File: config.mk
export PLATFORM = sky130hd
export DESIGN_NAME = if_fetch_stage
export DESIGN_NICKNAME = d
export VERILOG_FILES = /design/src/rtl/if_fetch_stage.sv
export SDC_FILE = /design/constraint.sdc
export NUM_CORES = 1
export LEC_CHECK = 0
export CORE_MARGIN = 2
export CORE_UTILIZATION = 25
export CTS_BUF_LIST = sky130_fd_sc_hd__clkbuf_16
export CTS_CLUSTER_DIAMETER = 80
export DETAILED_ROUTE_END_ITERATION = 10
export GPL_TIMING_DRIVEN = 0
export HOLD_SLACK_MARGIN = 0.03
export MAX_ROUTING_LAYER = met4
export PLACE_DENSITY = 0.54
export SYNTH_ARGS = -nofsm -noshare
export SYNTH_HDL_FRONTEND = slang
export SYNTH_SLANG_ARGS = --single-unit
File: constraint.sdc
create_clock -name clk -period 3 [get_ports clk]
set_input_delay 0.75 -clock clk [delete_from_list [all_inputs] [get_ports clk]]
set_output_delay 0.75 -clock clk [all_outputs]
set_load 0.02 [all_outputs]
File: src/rtl/if_fetch_stage.sv
// Instruction-fetch stage: owns the fetch PC and drives the instruction-memory handshake.
// It also computes redirect targets and presents one instruction per cycle to IF/ID.
// Memory wait states, load-use stalls (via a one-entry skid) and squashed in-flight
// requests are absorbed here.
module if_fetch_stage #(
  parameter logic [31:0] RESET_PC = 32'h0000_3000,
  parameter logic [31:0] NOP      = 32'h0000_0000
) (
  input  logic        clk,
  input  logic        rst_n,
  input  logic        Load_Use,
  input  logic        branch_taken,
  input  logic        jump,
  input  logic        jr,
  input  logic [31:0] id_pc,
  input  logic [15:0] id_imm16,
  input  logic [25:0] id_target,
  input  logic [31:0] jr_addr,
  output logic        imem_req,
  output logic [31:0] imem_addr,
  input  logic        imem_ready,
  input  logic [31:0] imem_rdata,
  output logic [31:0] pc_out,
  output logic [31:0] ins,
  output logic        valid
);

  // RUN: nothing owed; WAIT: request outstanding; SKID: one word parked during a stall;
  // DROP: outstanding request belongs to a squashed path.
  typedef enum logic [1:0] {StRun, StWait, StSkid, StDrop} state_e;

  state_e      state_q, state_d;
  logic [31:0] fetch_pc_q, fetch_pc_d;
  logic [31:0] drop_pc_q, drop_pc_d;
  logic [31:0] skid_pc_q, skid_pc_d;
  logic [31:0] skid_ins_q, skid_ins_d;
  logic [31:0] pc_out_q, pc_out_d;
  logic [31:0] ins_q, ins_d;
  logic        valid_q, valid_d;

  logic        xfer;
  logic        redirect;
  logic [31:0] id_pc_plus4;
  logic [31:0] br_off;
  logic [31:0] target;

  // Request and address: DROP keeps presenting the abandoned address until it completes.
  always_comb begin
    imem_req  = ((state_q == StRun) && !Load_Use) || (state_q == StWait) ||
                (state_q == StDrop);
    imem_addr = (state_q == StDrop) ? drop_pc_q : fetch_pc_q;
    xfer      = imem_req && imem_ready;
  end

  // Redirect target selection; jr beats jump beats branch.
  always_comb begin
    id_pc_plus4 = id_pc + 32'd4;
    br_off      = {{14{id_imm16[15]}}, id_imm16, 2'b00};
    redirect    = (jr || jump || branch_taken) && !Load_Use;
    if (jr) begin
      target = jr_addr;
    end else if (jump) begin
      target = {id_pc_plus4[31:28], id_target, 2'b00};
    end else begin
      target = id_pc_plus4 + br_off;
    end
  end

  // Next-state and presented-instruction logic.
  always_comb begin
    state_d    = state_q;
    fetch_pc_d = fetch_pc_q;
    drop_pc_d  = drop_pc_q;
    skid_pc_d  = skid_pc_q;
    skid_ins_d = skid_ins_q;
    pc_out_d   = pc_out_q;
    ins_d      = ins_q;
    valid_d    = valid_q;

    if (redirect) begin
      fetch_pc_d = target;
      ins_d      = NOP;
      valid_d    = 1'b0;
      skid_pc_d  = '0;
      skid_ins_d = '0;
      if (imem_req && !imem_ready) begin
        // The in-flight request cannot be withdrawn; remember it so it can be drained.
        drop_pc_d = imem_addr;
        state_d   = StDrop;
      end else begin
        state_d = StRun;
      end
    end else if (!Load_Use) begin
      unique case (state_q)
        StRun, StWait: begin
          if (xfer) begin
            pc_out_d   = fetch_pc_q;
            ins_d      = imem_rdata;
            valid_d    = 1'b1;
            fetch_pc_d = fetch_pc_q + 32'd4;
            state_d    = StRun;
          end else begin
            ins_d   = NOP;
            valid_d = 1'b0;
            state_d = StWait;
          end
        end
        StSkid: begin
          pc_out_d = skid_pc_q;
          ins_d    = skid_ins_q;
          valid_d  = 1'b1;
          state_d  = StRun;
        end
        StDrop: begin
          ins_d   = NOP;
          valid_d = 1'b0;
          if (xfer) state_d = StRun;
        end
        default: state_d = StRun;
      endcase
    end else begin
      // Stalled: presented outputs hold; only the memory side may make progress.
      unique case (state_q)
        StRun:  state_d = StRun;
        StWait: begin
          if (xfer) begin
            skid_pc_d  = fetch_pc_q;
            skid_ins_d = imem_rdata;
            fetch_pc_d = fetch_pc_q + 32'd4;
            state_d    = StSkid;
          end
        end
        StSkid: state_d = StSkid;
        StDrop: begin
          if (xfer) state_d = StRun;
        end
        default: state_d = StRun;
      endcase
    end
  end

  // State registers with asynchronous active-low reset.
  always_ff @(posedge clk or negedge rst_n) begin
    if (!rst_n) begin
      state_q    <= StRun;
      fetch_pc_q <= RESET_PC;
      drop_pc_q  <= '0;
      skid_pc_q  <= '0;
      skid_ins_q <= '0;
      pc_out_q   <= '0;
      ins_q      <= NOP;
      valid_q    <= 1'b0;
    end else begin
      state_q    <= state_d;
      fetch_pc_q <= fetch_pc_d;
      drop_pc_q  <= drop_pc_d;
      skid_pc_q  <= skid_pc_d;
      skid_ins_q <= skid_ins_d;
      pc_out_q   <= pc_out_d;
      ins_q      <= ins_d;
      valid_q    <= valid_d;
    end
  end

  assign pc_out = pc_out_q;
  assign ins    = ins_q;
  assign valid  = valid_q;

endmodule

**After elaboration in Yosys (flattened, before gate mapping)**

Index checks and enable logic that the tools add are counted.

- Input port bits: 145
- Register bits: 195
- Word-level logic and storage cells: 74
- Output and inout bits: 98

- Mux-type cells: 33
- Equality and inequality tests: 7
- Add/subtract/negate cells: 3
- Reduce and logical (&&, ||, !) cells: 21
- Bitwise logic cells: 2

Operators with widths:

| kind | number |
|---|---|
| $mux 32 | 19 |
| $pmux 32 s3 | 1 |
| $add 32x3->32 const B | 2 |
| $pmux 32 s2 | 1 |
| $add 32x32->32 | 1 |
| $mux 2 | 5 |
| $pmux 2 s4 | 1 |
| $reduce_bool 2->1 | 4 |
| $pmux 2 s3 | 1 |
| $eq 2x2->1 const B | 2 |
| $logic_and 1x1->1 | 4 |
| $logic_or 1x1->1 | 4 |
| $mux 1 | 4 |
| $ne 4x4->1 const B | 1 |
| $reduce_and 2->1 | 2 |
| $reduce_and 4->1 | 1 |
| $ne 3x1->1 const B | 1 |
| $pmux 1 s3 | 1 |
| $reduce_and 3->1 | 1 |
| $reduce_bool 3->1 | 1 |
| $eq 2x1->1 const B | 1 |
| $logic_not 1->1 | 2 |
| $logic_not 2->1 | 1 |
| $ne 2x1->1 const B | 1 |
| other kinds (3) | 4 |

**Logic depth before layout (Yosys ltp)**

Gate-level depths: netlist of the first run.

- Depth after elaboration: 9
- Mapped depth: 17
- Gate-level depth less buffers: 17

**Worst setup path after synthesis of the first run**

Ideal clock, no wire load.

- Path type: input -> register
- From: input id_pc[4]
- To: register fetch_pc_q[30]
- Slack: -1047 ps
- Path buffers: 0
- Data arrival time: 3944 ps
- Required time: 2896 ps
- Stages on the path: 15
- Library setup time: 104 ps
- Path through: and4_1 > and4_1 > nand3_1 > xnor2_1 > ha_1 > and3_1 > and3_1 > a221o_1 > a21oi_4 > o21ai_2 > a31o_1 > a221o_1 > a221oi_2 > xor2_1 > a221oi_1

- Cells in the longest elaborated chain, start to end: 5

Ends and longest elaborated chain:

| item | line | text |
|---|---|---|
| start: declaration | 15 | `input logic [31:0] id_pc,` |
| $add 32x3->32 (*) | 57 | `id_pc_plus4 = id_pc + 32'd4;` |
| $add 32x32->32 | 65 | `target = id_pc_plus4 + br_off;` |
| $mux 32 (*) | 62 | `end else if (jump) begin` |
| $mux 32 (*) | 60 | `if (jr) begin` |
| $mux 32 (*) | 80 | `if (redirect) begin` |
| end signal: assignment | 155 | `fetch_pc_q <= fetch_pc_d;` |
| end: declaration | 33 | `logic [31:0] fetch_pc_q, fetch_pc_d;` |

Mark *: on every way between the ends. The rest lies on a longest branch, timed or not.
A chain may end at the register's enable or synchronous reset.

**Final worst setup path of the first run**

- From: input id_pc[7]
- To: register fetch_pc_q[31]

The elaborated chain is that of the path after synthesis.

==> results of run 1 <==
registers in the layout, indices dropped and copies added, names as in the netlist:
name,cells
drop_pc_q,32
fetch_pc_q,32
ins,32
pc_out,32
skid_ins_q,32
skid_pc_q,32
state_q,2
valid,1
power groups by stage:
| stage | registers [mW] | clock network, mW | logic [mW] |
|---|---|---|---|
| 2_1_floorplan | 4.00 | 0 | 2.25 |
| 3_3_place_gp | 3.83 | 0 | 4.31 |
| 3_5_place_dp | 3.85 | 0 | 4.36 |
| 4_1_cts | 3.81 | 2.36 | 4.37 |
| 5_1_grt | 3.90 | 2.48 | 4.81 |
| 6_report | 3.80 | 2.30 | 4.42 |
logic make-up after synthesis:
kind of cell,synth area share (%)
xor+xnor,5.77
mux,9.49
buf+inv,3.11
simple gates,18.0
flops,42.9
compound gates,16.4
fa+ha+maj,4.35
cell type report:
cell class / count / share of cell area (%)
clock buffers: 17 / 2.65
repair buffers: 293 / 17.4
clock inverters: 15 / 0.921
diodes: 1 / 0.0156
flip-flops and latches: 195 / 30.5
multi-input cells: 976 / 41.6
plain buffers: 73 / 1.91
inverters: 15 / 0.351
well taps: 600 / 4.68
worst max path at each step:
stage,end,start
final,fetch_pc_q[31]$_DFFE_PN0P_,id_pc[7]
after global routing,fetch_pc_q[31]$_DFFE_PN0P_,id_pc[7]
after CTS,fetch_pc_q[30]$_DFFE_PN0P_,id_pc[4]
after detailed placement,fetch_pc_q[31]$_DFFE_PN0P_,id_pc[2]
after global placement,drop_pc_q[25]$_DFFE_PN0P_,rst_n
after floorplan,fetch_pc_q[30]$_DFFE_PN0P_,id_pc[7]
worst register-to-register path, stage by stage (launching register included):
cell and delay [ns]:
sky130_fd_sc_hd__dfrtp_2 0.48, sky130_fd_sc_hd__inv_1 0.12, sky130_fd_sc_hd__ha_1 0.21, sky130_fd_sc_hd__a21oi_1 0.09
sky130_fd_sc_hd__nor2_2 0.30, sky130_fd_sc_hd__nand4_1 0.34, sky130_fd_sc_hd__or2_2 0.45, sky130_fd_sc_hd__nor3_4 0.27
sky130_fd_sc_hd__nand3_1 0.14, sky130_fd_sc_hd__xor2_1 0.18, sky130_fd_sc_hd__a221oi_2 0.27
layer usage:
layer	vias up	GRT usage [%]	share of wire, %
met2	310	28.2	47
li1	5082	-	-
met1	5090	23.4	47
met4	0	3.65	1.1
met5	-	-	0
met3	31	2.64	4.7
repair_timing:
action,in CTS,in global routing
cloned,0,0
pin swaps,44,58
setup endpoints to repair,180,71
resized for setup,157,78
setup buffers,27,26
cell usage in the layout (no fill, tap or decap), types with 7 or more instances in the layout:
cell                              instances
sky130_fd_sc_hd__nor2_1                  66
sky130_fd_sc_hd__clkbuf_16               17
sky130_fd_sc_hd__clkbuf_1                53
sky130_fd_sc_hd__mux2i_1                 36
sky130_fd_sc_hd__dlygate4sd2_1           35
sky130_fd_sc_hd__xnor2_1                 37
sky130_fd_sc_hd__nor3_1                   7
sky130_fd_sc_hd__buf_4                   50
sky130_fd_sc_hd__nand3_1                 81
sky130_fd_sc_hd__nand2_1                244
sky130_fd_sc_hd__clkbuf_2                15
sky130_fd_sc_hd__a21oi_1                 66
sky130_fd_sc_hd__a21o_1                  18
sky130_fd_sc_hd__a22oi_1                 32
sky130_fd_sc_hd__nand4_1                 11
sky130_fd_sc_hd__o21ai_2                  7
sky130_fd_sc_hd__o21ai_1                 15
sky130_fd_sc_hd__clkdlybuf4s50_1        189
sky130_fd_sc_hd__ha_1                    30
sky130_fd_sc_hd__o21ai_0                 65
sky130_fd_sc_hd__mux2_2                  64
sky130_fd_sc_hd__xnor2_2                  8
sky130_fd_sc_hd__and3_1                  10
sky130_fd_sc_hd__buf_6                   10
sky130_fd_sc_hd__xor2_1                  28
sky130_fd_sc_hd__dfrtp_1                191
sky130_fd_sc_hd__o211ai_1                20
sky130_fd_sc_hd__inv_1                   14
sky130_fd_sc_hd__a21oi_2                 12
cell usage after synthesis (all sizes together) (6+ instances only):
library cell	count	area, um^2
a221oi	6	58.8
buf	11	42.5
nor3	11	60.1
mux2	64	721
dfrtp	193	4830
a211oi	7	62.6
nand2	247	927
nand2b	7	43.8
nand3	85	425
mux2i	36	360
clkbuf	68	255
nand4	11	68.8
o211ai	21	163
o21ai	87	439
a21o	18	135
ha	38	475
and3	16	100
xor2	30	263
nor2	73	274
xnor2	45	394
a21oi	79	407
a22oi	33	248
inv	14	52.6
per-stage QoR:
step	utilization (%)	hold WS [ns]	worst slack [ns]
finish	35.5	0.300	-0.653
global route	35.5	0.349	-0.794
CTS	34.5	0.325	-0.664
detailed placement	32.4	0.472	-1.83
global placement	32.4	0.466	-7.38
floorplan	-	0.454	-0.863
==> out/results.ini, run 1 <==
[synthesis]
syn-mean-instance-area_um2=9.00
synth.cell_area_mm2=0.0114
synthesis.instances=1265
postSynthNetCount=1449
async_reset_ff_share_pct=100
synth-edff-count=0
yosys_register_bits=195
ys_seq_area_share_pct=42.9
yosys_warnings=0
dominantRegCellSynth=sky130_fd_sc_hd__dfrtp_1
post_synth_num_cell_types=65

[routing]
route.antenna.remaining_nets=0
routed_wire_length_per_instance_um=18.5
1st_iter_drt_viols=789
detailedRoute.firstPassIterationCount=5
final_wirelength_mm=40.4
detail_route.vias_per_cell=4.81
drt_drc_violations_left=0
vias=10500

[layout]
finish.instance_area_mm2=0.0160
storage_element_area_mm2=0.00488
final_net_count=1755
nFillCells=4626
final_layout_size_suffix_gt1_share_pct=17.8
area_of_the_multi_input_gates_mm2=0.00667
area.growth.synth_to_final_pct=40.8
final_cell_count_no_fill=2185

[timing]
relative_max_transition_margin_pct=23.7
achievable-frequency_ghz=0.274
layout_setup_ws_ns=-0.653
totalNegativeSetupSlack_ns=-5.31
final.min_clock_period_ns=3.65
timing.final.crit_share_pct=122
final.setup_skew_ns=0.0105
final_max_slew_viol_count=0
setup_viol=16
timing_hold_violations_final=0
setup_repair_after_global_routing_missed_its_margin=true
tightestPinTransition_ns=1.14

[setup_path]
rrSetupSlack_ns=0.07
crit_path_cell_trace=buf_8 > and4_4 > nand4_1 > buf_6 > nor2_4 > nand3_2 > xnor2_2 > ha_1 > a21o_1 > nor2b_2 > a211oi_2 > buf_4 > o221ai_4 > nor2_2 > o2111a_1 > o31ai_1 > or3b_4 > a22oi_2
worst_r2r_startpoint=state_q[1]$_DFFE_PN0P_
timing.critical_path.slowest_cell_delay_ns=0.43
crit_path_top_delay_cell=sky130_fd_sc_hd__or3b_4
cp.buffers_inverters=3
path_delay_family=simple AND/OR/NAND/NOR gates
timing.critical_path.arrival_ns=4.02
rr_worst_depth=10
cp.depth=18
critPathLaunchType=input port
r2r_end=fetch_pc_q[25]$_DFFE_PN0P_
worst-endpoint-required_ns=3.37
crit_path_end_kind=flip-flop
crit_path_max_fanout=4
setup.worst_path.class=in -> reg

[global_routing]
grt_use_total_pct=17.5
grt_pass1_vias=10600
antenna_found_initial=1
grt_max_degree=108
grt_first_pass_wirelength_mm=62.0
final_global_route_overflow_total=0

[clock_network]
htree_levels=4
clock-sinks=195
worst_skew_pair.late_latency_ns=0.44
postCtsHoldBufs=0
tritoncts=yes
clockRootBuffer=sky130_fd_sc_hd__clkbuf_16
clk_pin_slew_worst_paths_ns=0.08
cts.path.max_buffers=2
cts_buffers=17

[floorplanning]
placement_rows=78
pin_count=243
die-height_um=217
width_of_the_chip_um=217
design.core.area_mm2=0.0452
die_area_mm2=0.0473
initial_utilization_pct=25.2

[power]
vdd.ir_drop.worst_v=0.000327
combinationalPowerShare_pct=42.0
netSwitchingPower_mw=4.05
clock_power_share_pct=21.8
powerDensity_mw_per_mm2=656
leakagePower_nw=6.83
internal_power_mw=6.48
design_power_total_mw=10.5
seq_power_share_pct=36.1
p_sw_share_pct=38.5

[placed_design]
finalWeightedCongestion=0.883
detailed_place.area_mm2=0.0147
port_buffers=240
place_inst=2106
place_hpwl_mm=30.4

[outcome]
violations=negative setup slack
outcome=complete, but fails checks

[min_path]
worstHoldPathType=in -> async

[flow_run]
max_cap_viol_count=0

No activity file was read; power rests on OpenSTA's default activity.
==> run 2, diff against run 1 <==
--- a/config.mk
+++ b/config.mk
@@ -14,6 +14,7 @@
 export HOLD_SLACK_MARGIN = 0.03
 export MAX_ROUTING_LAYER = met4
 export PLACE_DENSITY = 0.54
+export SLEW_MARGIN = 30
 export SYNTH_ARGS = -nofsm -noshare
 export SYNTH_HDL_FRONTEND = slang
 export SYNTH_SLANG_ARGS = --single-unit
==> run 2 against run 1 <==
- the run still ends with negative setup slack left
- routed wire length down 0.84%
- combinational power about the same
- maximum frequency up 0.59%
- sequential share of layout area about the same
- sequential power about the same
- clock power up 3%
- clock-buffer cell count unchanged
==> out/results.ini, run 2 (same netlist as run 1, synthesis figures left out) <==
[clock_network]
clockRootBuffer=sky130_fd_sc_hd__clkbuf_16
htree_levels=4
worst_skew_pair.late_latency_ns=0.45
postCtsHoldBufs=0
tritoncts=yes
clock-sinks=195
clk_pin_slew_worst_paths_ns=0.08
cts.path.max_buffers=2
cts_buffers=17

[layout]
layout.cells.most_common_list=244 x sky130_fd_sc_hd__nand2_1, 191 x sky130_fd_sc_hd__dfrtp_1, 191 x sky130_fd_sc_hd__clkdlybuf4s50_1, 81 x sky130_fd_sc_hd__nand3_1, 66 x sky130_fd_sc_hd__a21oi_1
final_layout_size_suffix_gt1_share_pct=16.9
layout.cells.most_common=sky130_fd_sc_hd__nand2_1
finish.instance_area_mm2=0.0160
storage_element_area_mm2=0.00488
nFillCells=4682
final_net_count=1749
area_of_the_multi_input_gates_mm2=0.00665
area.growth.synth_to_final_pct=40.6

[outcome]
violations=negative setup slack
outcome=complete, but fails checks

[global_routing]
grt_use_total_pct=17.5
grt_pass1_vias=10700
grt.met1_usage_pct=23.3
antenna_found_initial=1
grt_util_met3_pct=2.68
grt_use_met2_pct=28.5
busiest_layer_in_global_routing=met2
grt_first_pass_wirelength_mm=62.1
final_global_route_overflow_total=0
grt_max_degree=84

[timing]
relative_max_transition_margin_pct=38.8
final_max_slew_viol_count=0
tightestPinTransition_ns=0.918
setup_repair_after_global_routing_missed_its_margin=true
layout_setup_ws_ns=-0.632
setup_viol=16
timing_hold_violations_final=0
totalNegativeSetupSlack_ns=-5.75
timing.final.crit_share_pct=121
achievable-frequency_ghz=0.275
final.setup_skew_ns=0.0130
final.min_clock_period_ns=3.63

[routing]
detail_route.vias_per_cell=4.81
vias=10500
final_wirelength_mm=40.1
route.antenna.remaining_nets=0
1st_iter_drt_viols=844
detailedRoute.firstPassIterationCount=5
routed_wire_length_per_instance_um=18.4
drt_drc_violations_left=0

[placed_design]
detailed_place.area_mm2=0.0147
port_buffers=240
place_hpwl_mm=30.7
finalWeightedCongestion=0.883

[floorplanning]
pin_count=243
die-height_um=217
width_of_the_chip_um=217
die_area_mm2=0.0473
design.core.area_mm2=0.0452
initial_utilization_pct=25.2
placement_rows=78

[setup_path]
crit_path_max_fanout=3
worst-endpoint-required_ns=3.35
setup.worst_path.class=in -> reg
timing.critical_path.arrival_ns=3.98
rr_worst_depth=6
critPathLaunchType=input port
crit_path_end_kind=flip-flop

[flow_run]
max_cap_viol_count=0

[min_path]
worstHoldPathType=in -> async

[power]
powerDensity_mw_per_mm2=662
vdd.ir_drop.worst_v=0.000336
leakagePower_nw=6.79
design_power_total_mw=10.6

[run 2: final cells by class]
class                           count  share of cell area, %
Antenna cell                        1                 0.0156
Buffer                             73                   1.91
Clock buffer                       17                   2.66
Clock inverter                     15                   1.05
Inverter                           15                  0.352
Multi-Input combinational cell    976                   41.5
Sequential cell                   195                   30.5
Tap cell                          600                   4.69
Timing Repair Buffer              287                   17.3
[run 2: worst max-delay path: stages]
cell and delay, ns:
sky130_fd_sc_hd__buf_6 0.07, sky130_fd_sc_hd__and4_4 0.24, sky130_fd_sc_hd__and4_4 0.25, sky130_fd_sc_hd__nand3_4 0.07, sky130_fd_sc_hd__xnor2_2 0.13, sky130_fd_sc_hd__ha_1 0.32
sky130_fd_sc_hd__and3_4 0.17, sky130_fd_sc_hd__and3_4 0.17, sky130_fd_sc_hd__a221o_1 0.35, sky130_fd_sc_hd__a21oi_4 0.19, sky130_fd_sc_hd__o21ai_2 0.08, sky130_fd_sc_hd__a31o_4 0.24
sky130_fd_sc_hd__a221o_1 0.34, sky130_fd_sc_hd__a221oi_2 0.27, sky130_fd_sc_hd__xor2_1 0.10, sky130_fd_sc_hd__a221oi_1 0.23
[run 2: power breakdown]
part           internal, mW  switching, mW
clock network          1.25           1.11
registers              3.32          0.490
logic                  2.00           2.43
total                  6.57           4.04
[run 2: timing repair]
action                                  in CTS  in global routing
hold endpoints to repair                     0                  0
gates resized for setup                    162                 64
setup buffers                               35                 12
endpoints found under the setup margin     159                 63
pin swaps                                   51                 49
[run 2: worst paths after layout]
kind / end / start / slack [ns]
max reg2reg: pc_out[19]$_DFFE_PN0P_ / state_q[0]$_DFFE_PN0P_ / 0.25
max in group asynchronous: fetch_pc_q[13]$_DFFE_PN1P_ / rst_n / 1.94
min in group clk: ins[6]$_DFFE_PN0P_ / ins[6]$_DFFE_PN0P_ / 0.48
min reg2reg: ins[6]$_DFFE_PN0P_ / ins[6]$_DFFE_PN0P_ / 0.48
max: fetch_pc_q[30]$_DFFE_PN0P_ / id_pc[7] / -0.63
min: ins[30]$_DFFE_PN0P_ / rst_n / 0.24
[run 2: routing by layer]
layer / vias to the layer above / share of wire, %
met5: - / 0
met4: 0 / 0.96
met3: 28 / 4.6
met2: 290 / 48
met1: 5099 / 47
li1: 5057 / -
[run 2: through the flow]
stage          utilization [%]  cells  setup WS [ns]  hold WS [ns]
2_1_floorplan                -   1265         -0.863         0.454
3_3_place_gp              32.4   2105          -7.38         0.466
3_5_place_dp              32.5   2107          -1.82         0.472
4_1_cts                   34.8   2170         -0.660         0.238
5_1_grt                   35.4   2179         -0.783         0.254
6_report                  35.4   2179         -0.632         0.235
==> run 3, diff against run 2 <==
--- a/config.mk
+++ b/config.mk
@@ -11,10 +11,11 @@
 export CTS_CLUSTER_DIAMETER = 80
 export DETAILED_ROUTE_END_ITERATION = 10
 export GPL_TIMING_DRIVEN = 0
-export HOLD_SLACK_MARGIN = 0.03
+export HOLD_SLACK_MARGIN = 0.12
 export MAX_ROUTING_LAYER = met4
 export PLACE_DENSITY = 0.54
 export SLEW_MARGIN = 30
 export SYNTH_ARGS = -nofsm -noshare
 export SYNTH_HDL_FRONTEND = slang
 export SYNTH_SLANG_ARGS = --single-unit
+export TNS_END_PERCENT = 1
==> run 3 against run 2 <==
- the run still ends with negative setup slack left
- clock skew is 0.0040 ns higher
- die area stayed put
- combinational power decreased by 2%
- global-route usage fell by 0.28 points
- sequential power is essentially flat
- critical endpoint is now fetch_pc_q[31]$_DFFE_PN0P_
==> out/results.ini, run 3 (same netlist as run 1, synthesis figures left out) <==
[clock_network]
tritoncts=yes
htree_levels=4
clk_pin_slew_worst_paths_ns=0.07
cts_buffers=17
clock-sinks=195
cts.path.max_buffers=2
clockRootBuffer=sky130_fd_sc_hd__clkbuf_16
postCtsHoldBufs=0
worst_skew_pair.late_latency_ns=0.44

[floorplanning]
width_of_the_chip_um=217
initial_utilization_pct=25.2
placement_rows=78
design.core.area_mm2=0.0452
pin_count=243
die-height_um=217
die_area_mm2=0.0473

[flow_run]
max_cap_viol_count=0

[setup_path]
crit_path_end_kind=flip-flop
crit_path_max_fanout=5
timing.critical_path.arrival_ns=4.00
setup.worst_path.class=in -> reg
crit_path_top_delay_cell=sky130_fd_sc_hd__or3b_4
critPathLaunch=id_pc[7]
cp.buffers_inverters=1
rrSetupSlack_ns=0.05
rr_worst_depth=10
cp.depth=16
path_delay_family=simple AND/OR/NAND/NOR gates
worst-endpoint-required_ns=3.37
critical_path.endpoint=fetch_pc_q[31]$_DFFE_PN0P_
r2r_end=fetch_pc_q[25]$_DFFE_PN0P_
timing.critical_path.slowest_cell_delay_ns=0.43
cpMostUsedCell=sky130_fd_sc_hd__and4_4
crit_path_cell_trace=buf_6 > and4_4 > and4_4 > and2_4 > nand2b_4 > nor2_1 > xor2_1 > ha_1 > nor2b_2 > or3_4 > o221ai_4 > nor2_2 > o2111a_1 > o31ai_1 > or3b_4 > a22oi_2
worst_r2r_startpoint=state_q[1]$_DFFE_PN0P_
critPathLaunchType=input port

[timing]
setup_viol=75
tightestPinTransition_ns=0.820
final.setup_skew_ns=0.0170
final.min_clock_period_ns=3.63
relative_max_transition_margin_pct=45.4
layout_setup_ws_ns=-0.635
timing_hold_violations_final=0
timing.final.crit_share_pct=121
final_max_slew_viol_count=0
achievable-frequency_ghz=0.275
setup_repair_after_global_routing_missed_its_margin=true

[layout]
finish.instance_area_mm2=0.0157
nFillCells=4656
storage_element_area_mm2=0.00488
fin_util_pct=34.7
layout.cells.most_common=sky130_fd_sc_hd__nand2_1
area_of_the_multi_input_gates_mm2=0.00648
area.growth.synth_to_final_pct=37.6
final_net_count=1738
layout.cells.most_common_list=244 x sky130_fd_sc_hd__nand2_1, 191 x sky130_fd_sc_hd__dfrtp_1, 190 x sky130_fd_sc_hd__clkdlybuf4s50_1, 81 x sky130_fd_sc_hd__nand3_1, 73 x sky130_fd_sc_hd__o21ai_0
final_layout_size_suffix_gt1_share_pct=14.3

[placed_design]
place_hpwl_mm=30.5
finalWeightedCongestion=0.884
detailed_place.area_mm2=0.0146
port_buffers=240

[global_routing]
grt_use_total_pct=17.3
antenna_found_initial=1
final_global_route_overflow_total=0
grt_first_pass_wirelength_mm=60.9
grt_pass1_vias=10400
grt_max_degree=74

[min_path]
worstHoldPathType=in -> async

[routing]
detailedRoute.firstPassIterationCount=7
drt_drc_violations_left=0
detail_route.vias_per_cell=4.82
final_wirelength_mm=39.8
1st_iter_drt_viols=783
vias=10500
routed_wire_length_per_instance_um=18.4
route.antenna.remaining_nets=0

[outcome]
violations=negative setup slack
outcome=complete, but fails checks

[power]
powerDensity_mw_per_mm2=658
vdd.ir_drop.worst_v=0.000384
leakagePower_nw=6.64

## run 3: cell count changes in the layout (fill, tap and decap cells not counted), sizes merged
cell           before  now
clkbuf             83   84
clkinvlp            1    4
bufinv              2    1
buf                68   56
dlymetal6s2s        0    1
clkdlybuf4s50     191  190
clkinv              6    7
inv                21   18
## run 3: cell type report
type,instances,share of cell area (%)
Clock inverter,15,0.750
Tap cell,600,4.79
Clock buffer,17,2.71
Multi-Input combinational cell,976,41.4
Inverter,15,0.359
Sequential cell,195,31.2
Timing Repair Buffer,275,16.9
Antenna cell,1,0.0160
Buffer,74,1.95
## run 3: report_power, final
part           total (mW)  leakage (nW)  internal [mW]  switching (mW)
combinational        4.33          3.89           1.94            2.39
sequential           3.81          2.50           3.32           0.488
clock                2.19         0.258           1.13            1.05
## run 3: repair_timing
item	in CTS	in global routing
endpoints found under the setup margin	149	141
pin swaps	42	43
gates resized for setup	153	36
buffers inserted	23	11
## run 3: metrics by stage
step / setup TNS [ns] / total power, mW / hold slack (ns) / instances / setup slack [ns]
finish: -10.03 / 10.3 / 0.239 / 2168 / -0.635
global route: -24.10 / 11.0 / 0.274 / 2168 / -0.714
CTS: -7.80 / 10.4 / 0.262 / 2158 / -0.592
detailed placement: -126.03 / 8.19 / 0.469 / 2107 / -2.01
global placement: -1569.85 / 8.11 / 0.467 / 2105 / -7.43
floorplan: -7.77 / 6.23 / 0.454 / 1265 / -0.865
## run 3: metal layers
metal | vias up | global-route usage [%] | wire, um
li1 | 5032 | - | -
met1 | 5103 | 23.5 | 18700
met2 | 308 | 27.7 | 18800
met3 | 16 | 2.45 | 2020
met4 | 0 | 2.79 | 249
met5 | - | - | 0
## run 3: worst min-delay path by stage
stage / startpoint / end / depth (start not counted)
after floorplan: rst_n / drop_pc_q[0]$_DFFE_PN0P_ / 0
after detailed placement: valid$_DFFE_PN0P_ / valid$_DFFE_PN0P_ / 1
after CTS: rst_n / ins[23]$_DFFE_PN0P_ / 1
after global placement: ins[27]$_DFFE_PN0P_ / ins[27]$_DFFE_PN0P_ / 2
after global routing: rst_n / ins[30]$_DFFE_PN0P_ / 1
final: rst_n / ins[30]$_DFFE_PN0P_ / 1
